## config.mk

```make
export PLATFORM = sky130hd
export DESIGN_NAME = hit_scorer
export DESIGN_NICKNAME = d
export VERILOG_FILES = /design/src/rtl/hit_scorer_pkg.sv /design/src/rtl/hit_scorer_switch_edge_sync.sv /design/src/rtl/hit_scorer.sv
export SDC_FILE = /design/constraint.sdc
export NUM_CORES = 1
export LEC_CHECK = 0
export CAP_MARGIN = 15
export CORE_AREA = 4 4 126 158
export DETAILED_ROUTE_END_ITERATION = 8
export DIE_AREA = 0 0 130 162
export GPL_TIMING_DRIVEN = 0
export PLACE_DENSITY = 0.66
export SETUP_SLACK_MARGIN = 0.5
export SLEW_MARGIN = 10
export SYNTH_ARGS = -nofsm -noshare
export SYNTH_HDL_FRONTEND = slang
export SYNTH_SLANG_ARGS = --single-unit
```

## constraint.sdc

```tcl
create_clock -name CLOCK_50 -period 9.79 [get_ports CLOCK_50]
set_clock_uncertainty 0.2 [all_clocks]
set_input_delay 0.979 -clock CLOCK_50 [delete_from_list [all_inputs] [get_ports CLOCK_50]]
set_output_delay 0.979 -clock CLOCK_50 [all_outputs]
set_load 0.02 [all_outputs]
```

## src/rtl/hit_scorer_pkg.sv

```systemverilog
// Shared constants, FSM state type and small arithmetic helpers for the whack-a-mole hit scorer.
package hit_scorer_pkg;

  localparam int NUM_HOLES  = 18;
  localparam int HIT_POINTS = 1;
  localparam int COMBO_STEP = 4;
  localparam int MAX_MULT   = 4;
  localparam int SCORE_MAX  = 9999;
  localparam int COMBO_MAX  = 99;

  localparam int SCORE_W = 14;
  localparam int COMBO_W = 7;
  localparam int MULT_W  = 3;
  localparam int NH_W    = 5;
  localparam int SUM_W   = SCORE_W + 1;
  localparam int CSUM_W  = COMBO_W + 1;

  typedef enum logic [0:0] {
    ST_IDLE = 1'b0,
    ST_PLAY = 1'b1
  } state_t;

  function automatic logic [NH_W-1:0] popcount(input logic [NUM_HOLES-1:0] v);
    logic [NH_W-1:0] n;
    n = NH_W'(0);
    for (int i = 0; i < NUM_HOLES; i++) begin
      n = n + NH_W'(v[i]);
    end
    return n;
  endfunction

  // Multiplier grows by one every COMBO_STEP consecutive hits, capped at MAX_MULT.
  function automatic logic [MULT_W-1:0] mult_of(input logic [COMBO_W-1:0] combo);
    logic [COMBO_W-1:0] steps;
    steps = combo / COMBO_W'(COMBO_STEP);
    if (steps >= COMBO_W'(MAX_MULT - 1)) begin
      return MULT_W'(MAX_MULT);
    end else begin
      return MULT_W'(steps) + MULT_W'(1);
    end
  endfunction

endpackage

```

## src/rtl/hit_scorer_switch_edge_sync.sv

```systemverilog
// Two-flop synchroniser for the raw slide switches followed by a registered toggle detector.
// Reset preloads every stage with the live switch value so no whack is reported after reset.
module switch_edge_sync
  import hit_scorer_pkg::*;
(
  input  logic                 clk,
  input  logic                 reset_n,
  input  logic [NUM_HOLES-1:0] sw_raw,
  output logic [NUM_HOLES-1:0] whack
);

  logic [NUM_HOLES-1:0] sync1_r;
  logic [NUM_HOLES-1:0] sync2_r;
  logic [NUM_HOLES-1:0] prev_r;

  // Synchroniser chain, edge history and toggle pulse register.
  always_ff @(posedge clk) begin
    if (!reset_n) begin
      sync1_r <= sw_raw;
      sync2_r <= sw_raw;
      prev_r  <= sw_raw;
      whack   <= {NUM_HOLES{1'b0}};
    end else begin
      sync1_r <= sw_raw;
      sync2_r <= sync1_r;
      prev_r  <= sync2_r;
      whack   <= sync2_r ^ prev_r;
    end
  end

endmodule

```

## src/rtl/hit_scorer.sv

```systemverilog
// Judges synchronised switch toggles against the current round's moles and keeps score,
// combo count, multiplier, per-round hit mask and single-cycle hit/miss pulses.
module hit_scorer
  import hit_scorer_pkg::*;
(
  input  logic                 CLOCK_50,
  input  logic                 reset_n,
  input  logic                 game_active,
  input  logic                 mole_update,
  input  logic [NUM_HOLES-1:0] mole_positions,
  input  logic [NUM_HOLES-1:0] sw_raw,
  output logic [SCORE_W-1:0]   score,
  output logic [COMBO_W-1:0]   combo_count,
  output logic [MULT_W-1:0]    multiplier,
  output logic                 hit_pulse,
  output logic                 miss_pulse,
  output logic [NUM_HOLES-1:0] hit_mask
);

  state_t               state_r;
  state_t               state_nxt_s;
  logic [NUM_HOLES-1:0] whack_s;
  logic [NUM_HOLES-1:0] mole_q_r;

  logic [NUM_HOLES-1:0] hits_s;
  logic [NUM_HOLES-1:0] missed_s;
  logic [NH_W-1:0]      nh_s;
  logic                 escape_s;
  logic                 break_s;
  logic [SUM_W-1:0]     add_s;
  logic [SUM_W-1:0]     sum_s;
  logic [SCORE_W-1:0]   score_sat_s;
  logic [CSUM_W-1:0]    combo_sum_s;
  logic [COMBO_W-1:0]   combo_new_s;
  logic                 start_s;
  logic                 play_s;

  logic [SCORE_W-1:0]   score_d_s;
  logic [COMBO_W-1:0]   combo_d_s;
  logic [MULT_W-1:0]    mult_d_s;
  logic                 hit_d_s;
  logic                 miss_d_s;
  logic [NUM_HOLES-1:0] mask_d_s;
  logic [NUM_HOLES-1:0] mole_d_s;

  switch_edge_sync u_sync (
    .clk     (CLOCK_50),
    .reset_n (reset_n),
    .sw_raw  (sw_raw),
    .whack   (whack_s)
  );

  // FSM state register.
  always_ff @(posedge CLOCK_50) begin
    if (!reset_n) begin
      state_r <= ST_IDLE;
    end else begin
      state_r <= state_nxt_s;
    end
  end

  // FSM next-state logic.
  always_comb begin
    state_nxt_s = state_r;
    case (state_r)
      ST_IDLE: begin
        if (game_active) state_nxt_s = ST_PLAY;
        else             state_nxt_s = ST_IDLE;
      end
      ST_PLAY: begin
        if (!game_active) state_nxt_s = ST_IDLE;
        else              state_nxt_s = ST_PLAY;
      end
      default: state_nxt_s = ST_IDLE;
    endcase
  end

  // Hit/miss/escape classification and saturating score/combo arithmetic.
  always_comb begin
    start_s  = (state_r == ST_IDLE) && game_active;
    play_s   = (state_r == ST_PLAY) && game_active;
    hits_s   = whack_s & mole_q_r & ~hit_mask;
    missed_s = whack_s & ~mole_q_r;
    nh_s     = popcount(hits_s);
    escape_s = mole_update && (|(mole_q_r & ~hit_mask & ~hits_s));
    break_s  = (|missed_s) || escape_s;

    add_s = SUM_W'(nh_s) * SUM_W'(HIT_POINTS) * SUM_W'(multiplier);
    sum_s = SUM_W'(score) + add_s;
    if (sum_s > SUM_W'(SCORE_MAX)) begin
      score_sat_s = SCORE_W'(SCORE_MAX);
    end else begin
      score_sat_s = sum_s[SCORE_W-1:0];
    end

    combo_sum_s = CSUM_W'(combo_count) + CSUM_W'(nh_s);
    if (break_s) begin
      combo_new_s = COMBO_W'(0);
    end else if (combo_sum_s > CSUM_W'(COMBO_MAX)) begin
      combo_new_s = COMBO_W'(COMBO_MAX);
    end else begin
      combo_new_s = combo_sum_s[COMBO_W-1:0];
    end
  end

  // Next values of all registered outputs and the latched mole mask.
  always_comb begin
    score_d_s = score;
    combo_d_s = combo_count;
    mult_d_s  = multiplier;
    hit_d_s   = 1'b0;
    miss_d_s  = 1'b0;
    mask_d_s  = hit_mask;
    mole_d_s  = mole_q_r;
    if (start_s) begin
      score_d_s = SCORE_W'(0);
      combo_d_s = COMBO_W'(0);
      mult_d_s  = MULT_W'(1);
      mask_d_s  = {NUM_HOLES{1'b0}};
      // A round starting on the very first cycle of a game must not be lost.
      if (mole_update) mole_d_s = mole_positions;
      else             mole_d_s = {NUM_HOLES{1'b0}};
    end else if (play_s) begin
      score_d_s = score_sat_s;
      combo_d_s = combo_new_s;
      mult_d_s  = mult_of(combo_new_s);
      hit_d_s   = (nh_s != NH_W'(0));
      miss_d_s  = break_s;
      if (mole_update) begin
        mole_d_s = mole_positions;
        mask_d_s = {NUM_HOLES{1'b0}};
      end else begin
        mask_d_s = hit_mask | hits_s;
      end
    end else begin
      if (mole_update) mole_d_s = mole_positions;
      else             mole_d_s = mole_q_r;
    end
  end

  // Output and round-state registers.
  always_ff @(posedge CLOCK_50) begin
    if (!reset_n) begin
      score       <= SCORE_W'(0);
      combo_count <= COMBO_W'(0);
      multiplier  <= MULT_W'(1);
      hit_pulse   <= 1'b0;
      miss_pulse  <= 1'b0;
      hit_mask    <= {NUM_HOLES{1'b0}};
      mole_q_r    <= {NUM_HOLES{1'b0}};
    end else begin
      score       <= score_d_s;
      combo_count <= combo_d_s;
      multiplier  <= mult_d_s;
      hit_pulse   <= hit_d_s;
      miss_pulse  <= miss_d_s;
      hit_mask    <= mask_d_s;
      mole_q_r    <= mole_d_s;
    end
  end

endmodule

```

Word level (Yosys, flattened, before mapping)
Cells that the tools add are included.
Cells by class
  multipliers: 1
  multiplexer cells: 11
  $lt $le $gt $ge: 3
  reductions and logical operators: 10
  bitwise logic cells: 13
  add/subtract/negate cells: 20
Operators by type and width (count)
  $mux 18: 6
  $and 18x18->18: 5
  $add 5x1->5: 13
  $not 18->18: 3
  $reduce_or 18->1: 2
  $or 18x18->18: 1
  $xor 18x18->18: 1
  $add 14x8->15: 1
  $gt 15x14->1 const B: 1
  $mux 14: 1
  $mux 7: 2
  $add 7x5->8: 1
  $gt 8x7->1 const B: 1
  $mul 5x3->8: 1
  $add 4x1->5: 1
  $ge 5x2->1 const B: 1
  $reduce_bool 5->1: 1
  $add 3x1->4: 1
  $add 2x1->3: 1
  $add 3x1->3 const B: 1
  $logic_and 1x1->1: 3
  $mux 3: 1
  $not 1->1: 3
  $reduce_or 3->1: 1
  5 further kinds: 5
Storage, ports and cells
  bits of input ports: 40
  register bits after elaboration: 135

Logic depth before layout (Yosys ltp)
  depth after elaboration: 25
  depth in mapped cells: 29
  gate-level depth less buffers: 27

Modules after synthesis
A second synthesis with hierarchy kept.
Unflattened totals
  cell total of the unflattened synthesis: 701
  area, all modules: 6535.0 um^2
By module, submodules not included
  hit_scorer: times used 1, sequential area each 1261.2 um^2, cells an instance 495, area each 4251.6 um^2
  switch_edge_sync: times used 1, sequential area each 1441.4 um^2, cells an instance 206, area each 2283.4 um^2

Worst setup path before layout
OpenSTA, ideal clock, no wires.
  path kind: reg-to-reg
  from: register hit_mask[0]
  to: register score[4]
  arrival time: 7.174 ns
  period minus slack after synthesis: 7.492 ns
  data required time: 9.472 ns
  setup slack: 2.298 ns
  stages on the path, launching flop included: 24
  cell sequence: dfxtp_1 -> nor2_1 -> fa_1 -> fa_1 -> inv_1 -> fa_1 -> fa_1 -> fa_1 -> inv_1 -> ha_1 -> fa_1 -> xor2_1 -> nand2_1 -> fa_1 -> inv_1 -> fa_1 -> fa_1 -> a211o_1 -> a21o_1 -> and3_4 -> o41ai_2 -> nand3_2 -> a32oi_1 -> nor2_1
Between the ends
  longest elaborated chain between the ends: 23
Ends and longest elaborated chain
  from (decl): line hit_scorer.sv:17  | output logic [NUM_HOLES-1:0] hit_mask
  from (signal assigned): line hit_scorer.sv:149  | hit_mask <= {NUM_HOLES{1'b0}};
  from (signal assigned): line hit_scorer.sv:157  | hit_mask <= mask_d_s;
  $not 18->18 (*): line hit_scorer.sv:82  | hits_s = whack_s & mole_q_r & ~hit_mask;
  $and 18x18->18 (*): line hit_scorer.sv:82
  $add 1x1->2 (*): line hit_scorer_pkg.sv:27  | n = n + NH_W'(v[i]);
  $add 2x1->3 (*): line hit_scorer_pkg.sv:27
  $add 3x1->4 (*): line hit_scorer_pkg.sv:27
  $add 4x1->5 (*): line hit_scorer_pkg.sv:27
  $add 5x1->5 (*) (13 in a row): line hit_scorer_pkg.sv:27
  $mul 5x3->8 (*): line hit_scorer.sv:88  | add_s = SUM_W'(nh_s) * SUM_W'(HIT_POINTS) * SUM_W'(multiplier);
  $add 14x8->15 (*): line hit_scorer.sv:89  | sum_s = SUM_W'(score) + add_s;
  $gt 15x14->1: line hit_scorer.sv:90  | if (sum_s > SUM_W'(SCORE_MAX)) begin
  $mux 14 (*): line hit_scorer.sv:90
  to (signal assigned): line hit_scorer.sv:152  | score <= score_d_s;
  to (decl): line hit_scorer.sv:12  | output logic [SCORE_W-1:0] score,
Every way passes the cells marked *; elsewhere a longest branch is shown, timed or not.
A chain may end at the register's enable or synchronous reset.

Worst setup path after layout
  from: register mole_q_r[1]
  to: register score[1]
Between the ends
  longest elaborated chain between the ends: 23
Ends and longest elaborated chain
  from (decl): line hit_scorer.sv:23  | logic [NUM_HOLES-1:0] mole_q_r;
  from (signal assigned): line hit_scorer.sv:150  | mole_q_r <= {NUM_HOLES{1'b0}};
  from (signal assigned): line hit_scorer.sv:158  | mole_q_r <= mole_d_s;
  $and 18x18->18 (*) (2 in a row): line hit_scorer.sv:82
  $add 1x1->2 (*): line hit_scorer_pkg.sv:27
  $add 2x1->3 (*): line hit_scorer_pkg.sv:27
  $add 3x1->4 (*): line hit_scorer_pkg.sv:27
  $add 4x1->5 (*): line hit_scorer_pkg.sv:27
  $add 5x1->5 (*) (13 in a row): line hit_scorer_pkg.sv:27
  $mul 5x3->8 (*): line hit_scorer.sv:88
  $add 14x8->15 (*): line hit_scorer.sv:89
  $gt 15x14->1: line hit_scorer.sv:90
  $mux 14 (*): line hit_scorer.sv:90
Marked as above.

==> impl_metrics.json <==
{
  "vdd_drop_max_uv": 124.6,
  "critPathLaunch": "mole_q_r[1]$_SDFFE_PN0P_",
  "die_area_um2": 21060,
  "synth_ff_type": "dfxtp_1",
  "clk-insertion-delay-late_ns": 0.42,
  "io_pins": 84,
  "final_layout_size_suffix_gt1_frac": 0.05649,
  "initialDrtViolationCount": 388,
  "die_w_um": 130,
  "io_buffers": 82,
  "antenna_cells": 0,
  "vias": 5343,
  "postCtsHoldBufs": 0,
  "critical_path_class": "reg2reg",
  "synth.top_cell.area_share": 0.4255,
  "synth.largest_area_cell": "dfxtp_1",
  "routedWlPerCell_um": 15.18,
  "postRouteAntennaNets": 0,
  "fillers": 1883,
  "synth.most_common_cell": "dfxtp_1",
  "fin_crit_sh": 0.8359,
  "worst_hold_path_type": "reg2reg",
  "relSlewSlack": 0.3949,
  "switchingPower_uw": 376.0,
  "synth_xor_area_frac": 0.03861,
  "synth_cell_types": 58,
  "clk_pin_slew_ns": 0.06,
  "synth_common_cells": "135 x dfxtp_1, 120 x nand2_1, 92 x nor2_1, 52 x inv_1, 25 x ha_1",
  "place.gp.congestion": 0.8960,
  "tightest_slew_ns": 0.9076,
  "combPwrFrac": 0.108,
  "syn_area_per_cell_um2": 8.846,
  "cts-root-buf": "clkbuf_16",
  "synth_top_family_by_area": "simple AND/OR/NAND/NOR gates",
  "crit_fanout": 10,
  "fp.dieH_um": 162,
  "synthAdderAreaFrac": 0.1186,
  "routed_wirelength_mm": 16.16,
  "finalSetupTns_ns": 0,
  "top_usage_layer": "met2",
  "p_clk_frac": 0.448,
  "initial_utilization": 0.3433,
  "r2r-start": "mole_q_r[1]$_SDFFE_PN0P_",
  "via_per_inst": 5.022,
  "syn_inst": 718,
  "startpoint_type": "flip-flop",
  "p_per_area_nw_per_um2": 170.2,
  "numCtsBuffers": 17,
  "hp-start": "u_sync.sync1_r[4]$_DFF_P_",
  "grt.met3_usage": 0.03717,
  "grt_usage": 0.1576,
  "seqPwrFrac": 0.444,
  "post_cts_buffers": 0,
  "cts_tree": "done",
  "period_needed_ns": 8.184,
  "finalHoldViolCount": 0,
  "synth_edf_count": 0,
  "p_total_mw": 1.366,
  "synth_area_um2": 6351,
  "multi_input_area_um2": 3344,
  "end_kind": "flip-flop",
  "grt_overflow": 0,
  "finalMaxSlewViolations": 0,
  "synth_fp_nets": 805,
  "dp.final_hpwl_mm": 12.51,
  "first_global_vias": 5168,
  "global_route.usage.met2": 0.2618,
  "placementRows": 56,
  "core_um2": 18500,
  "yosys.area_share.simple": 0.2071,
  "drt-pass1-iter-count": 5,
  "grt_pass1_wl_mm": 25.98,
  "ff_latch_area_um2": 2703,
  "cts.repair.resized": 0,
  "post_dp_cell_area_um2": 7462,
  "ys_seq_area_frac": 0.4255,
  "max_freq_mhz": 122.2,
  "synthMuxAreaShare": 0,
  "power.internal_uw": 990.4,
  "async_flop_share": 0,
  "cp_data_arrival_time_ns": 8.29,
  "finalInstanceArea_um2": 8028,
  "status": "complete, no violations",
  "cp.required_ns": 9.90,
  "r2r_slack_ns": 1.61,
  "use_met1": 0.1953,
  "synth_compound_area_frac": 0.1623,
  "power.leakage_nw": 3.407,
  "yosys_warnings": 0,
  "cts_sinks": 135,
  "swShare": 0.2752,
  "area_delta_synth_final_pct": 26.40,
  "rsz0062_at_grt": "false",
  "fin_nets": 906,
  "cap_violations": 0,
  "synth.area.top_cells": "dfxtp_1 43%, nand2_1 7.1%, fa_1 6.9%",
  "ys_seq_elements": 135,
  "cts_htree_levels": 4,
  "clockBufferDepth": 2,
  "drc": 0,
  "grt_max_degree": 17,
  "setup_viol": 0,
  "antenna_found_initial": 0
}
-- flip-flops by register name (all words and copies together) (netlist names), 3 cells and up --
signal	flops
u_sync.prev_r	18
u_sync.sync2_r	18
combo_count	7
mole_q_r	18
u_sync.sync1_r	18
multiplier	3
hit_mask	18
score	14
u_sync.whack	18
-- worst max-delay path: stages (launching register included) --
cell	delay, ns
dfxtp_1	0.41
nand2_1	0.08
nor2_1	0.14
fa_1	0.47
fa_1	0.56
inv_1	0.06
fa_1	0.50
fa_1	0.52
fa_1	0.55
inv_1	0.05
ha_1	0.22
fa_1	0.40
xor2_1	0.45
nand2_1	0.13
fa_1	0.49
inv_1	0.06
fa_1	0.51
fa_1	0.50
a211o_1	0.38
a21oi_2	0.24
nor2_1	0.10
xor2_1	0.17
o31ai_4	0.49
nand2_2	0.13
o221a_1	0.25
-- cells in the final DEF, fill, tap and decap left out, types with 6 or more instances in the layout --
cell	instances
inv_1	52
clkbuf_16	17
dfxtp_1	135
nor2b_1	7
nor2_1	92
nor3_1	6
nand3b_1	8
fa_1	22
xnor2_1	24
nor4_1	6
ha_1	25
a22oi_1	19
a21o_1	6
a31oi_1	23
a21oi_1	20
clkbuf_1	22
and2_1	10
nand2_1	120
o21ai_0	7
nor3b_1	15
clkdlybuf4s50_1	82
-- area by class of cell --
| class | instances | share of cell area |
|---|---|---|
| plain buffers | 28 | 0.01356 |
| repair buffers | 82 | 0.1022 |
| clock buffers | 18 | 0.05471 |
| clock inverters | 14 | 0.01574 |
| well taps | 232 | 0.03616 |
| multi-input cells | 503 | 0.4166 |
| flip-flops and latches | 135 | 0.3367 |
| inverters | 52 | 0.02431 |
-- layer usage --
metal | up-vias | wire length, µm
met5 | - | 0
li1 | 2662 | -
met1 | 2517 | 6978
met4 | 0 | 416
met3 | 28 | 722
met2 | 136 | 8038
-- cell families (layout without fill, tap and decap cells) --
| kind of cell | count (synthesis) | in the layout |
|---|---|---|
| simple gates | 289 | 289 |
| compound gates | 139 | 139 |
| flops | 135 | 135 |
| buf+inv | 80 | 194 |
| fa+ha+maj | 47 | 47 |
| xor+xnor | 28 | 28 |
-- stage by stage --
stage	instances	hold WS (ns)	utilization	setup WS, ns
after floorplan	718	0.2032	-	2.298
after global placement	1032	0.2050	0.4034	1.706
after detailed placement	1032	0.2089	0.4034	1.599
after CTS	1064	0.2214	0.4340	1.592
after global routing	1064	0.2429	0.4340	1.219
final	1064	0.2234	0.4340	1.606
-- path summary, 6_finish.rpt --
path / to / depth (start not counted)
setup / recovery: score[1]$_SDFFE_PP0P_ / 24
hold / removal: u_sync.sync2_r[4]$_DFF_P_ / 2
setup reg to reg: score[1]$_SDFFE_PP0P_ / 24
hold reg to reg: u_sync.sync2_r[4]$_DFF_P_ / 2
-- power groups by stage --
stage / Clock (mW) / Sequential, mW / Combinational, mW
5_1_grt: 0.649 / 0.611 / 0.165
6_report: 0.612 / 0.607 / 0.147
3_5_place_dp: 0 / 0.619 / 0.148
2_1_floorplan: 0 / 0.616 / 0.0912
3_3_place_gp: 0 / 0.618 / 0.144
4_1_cts: 0.625 / 0.607 / 0.149
Note: power is estimated with default switching activity, not from simulation.
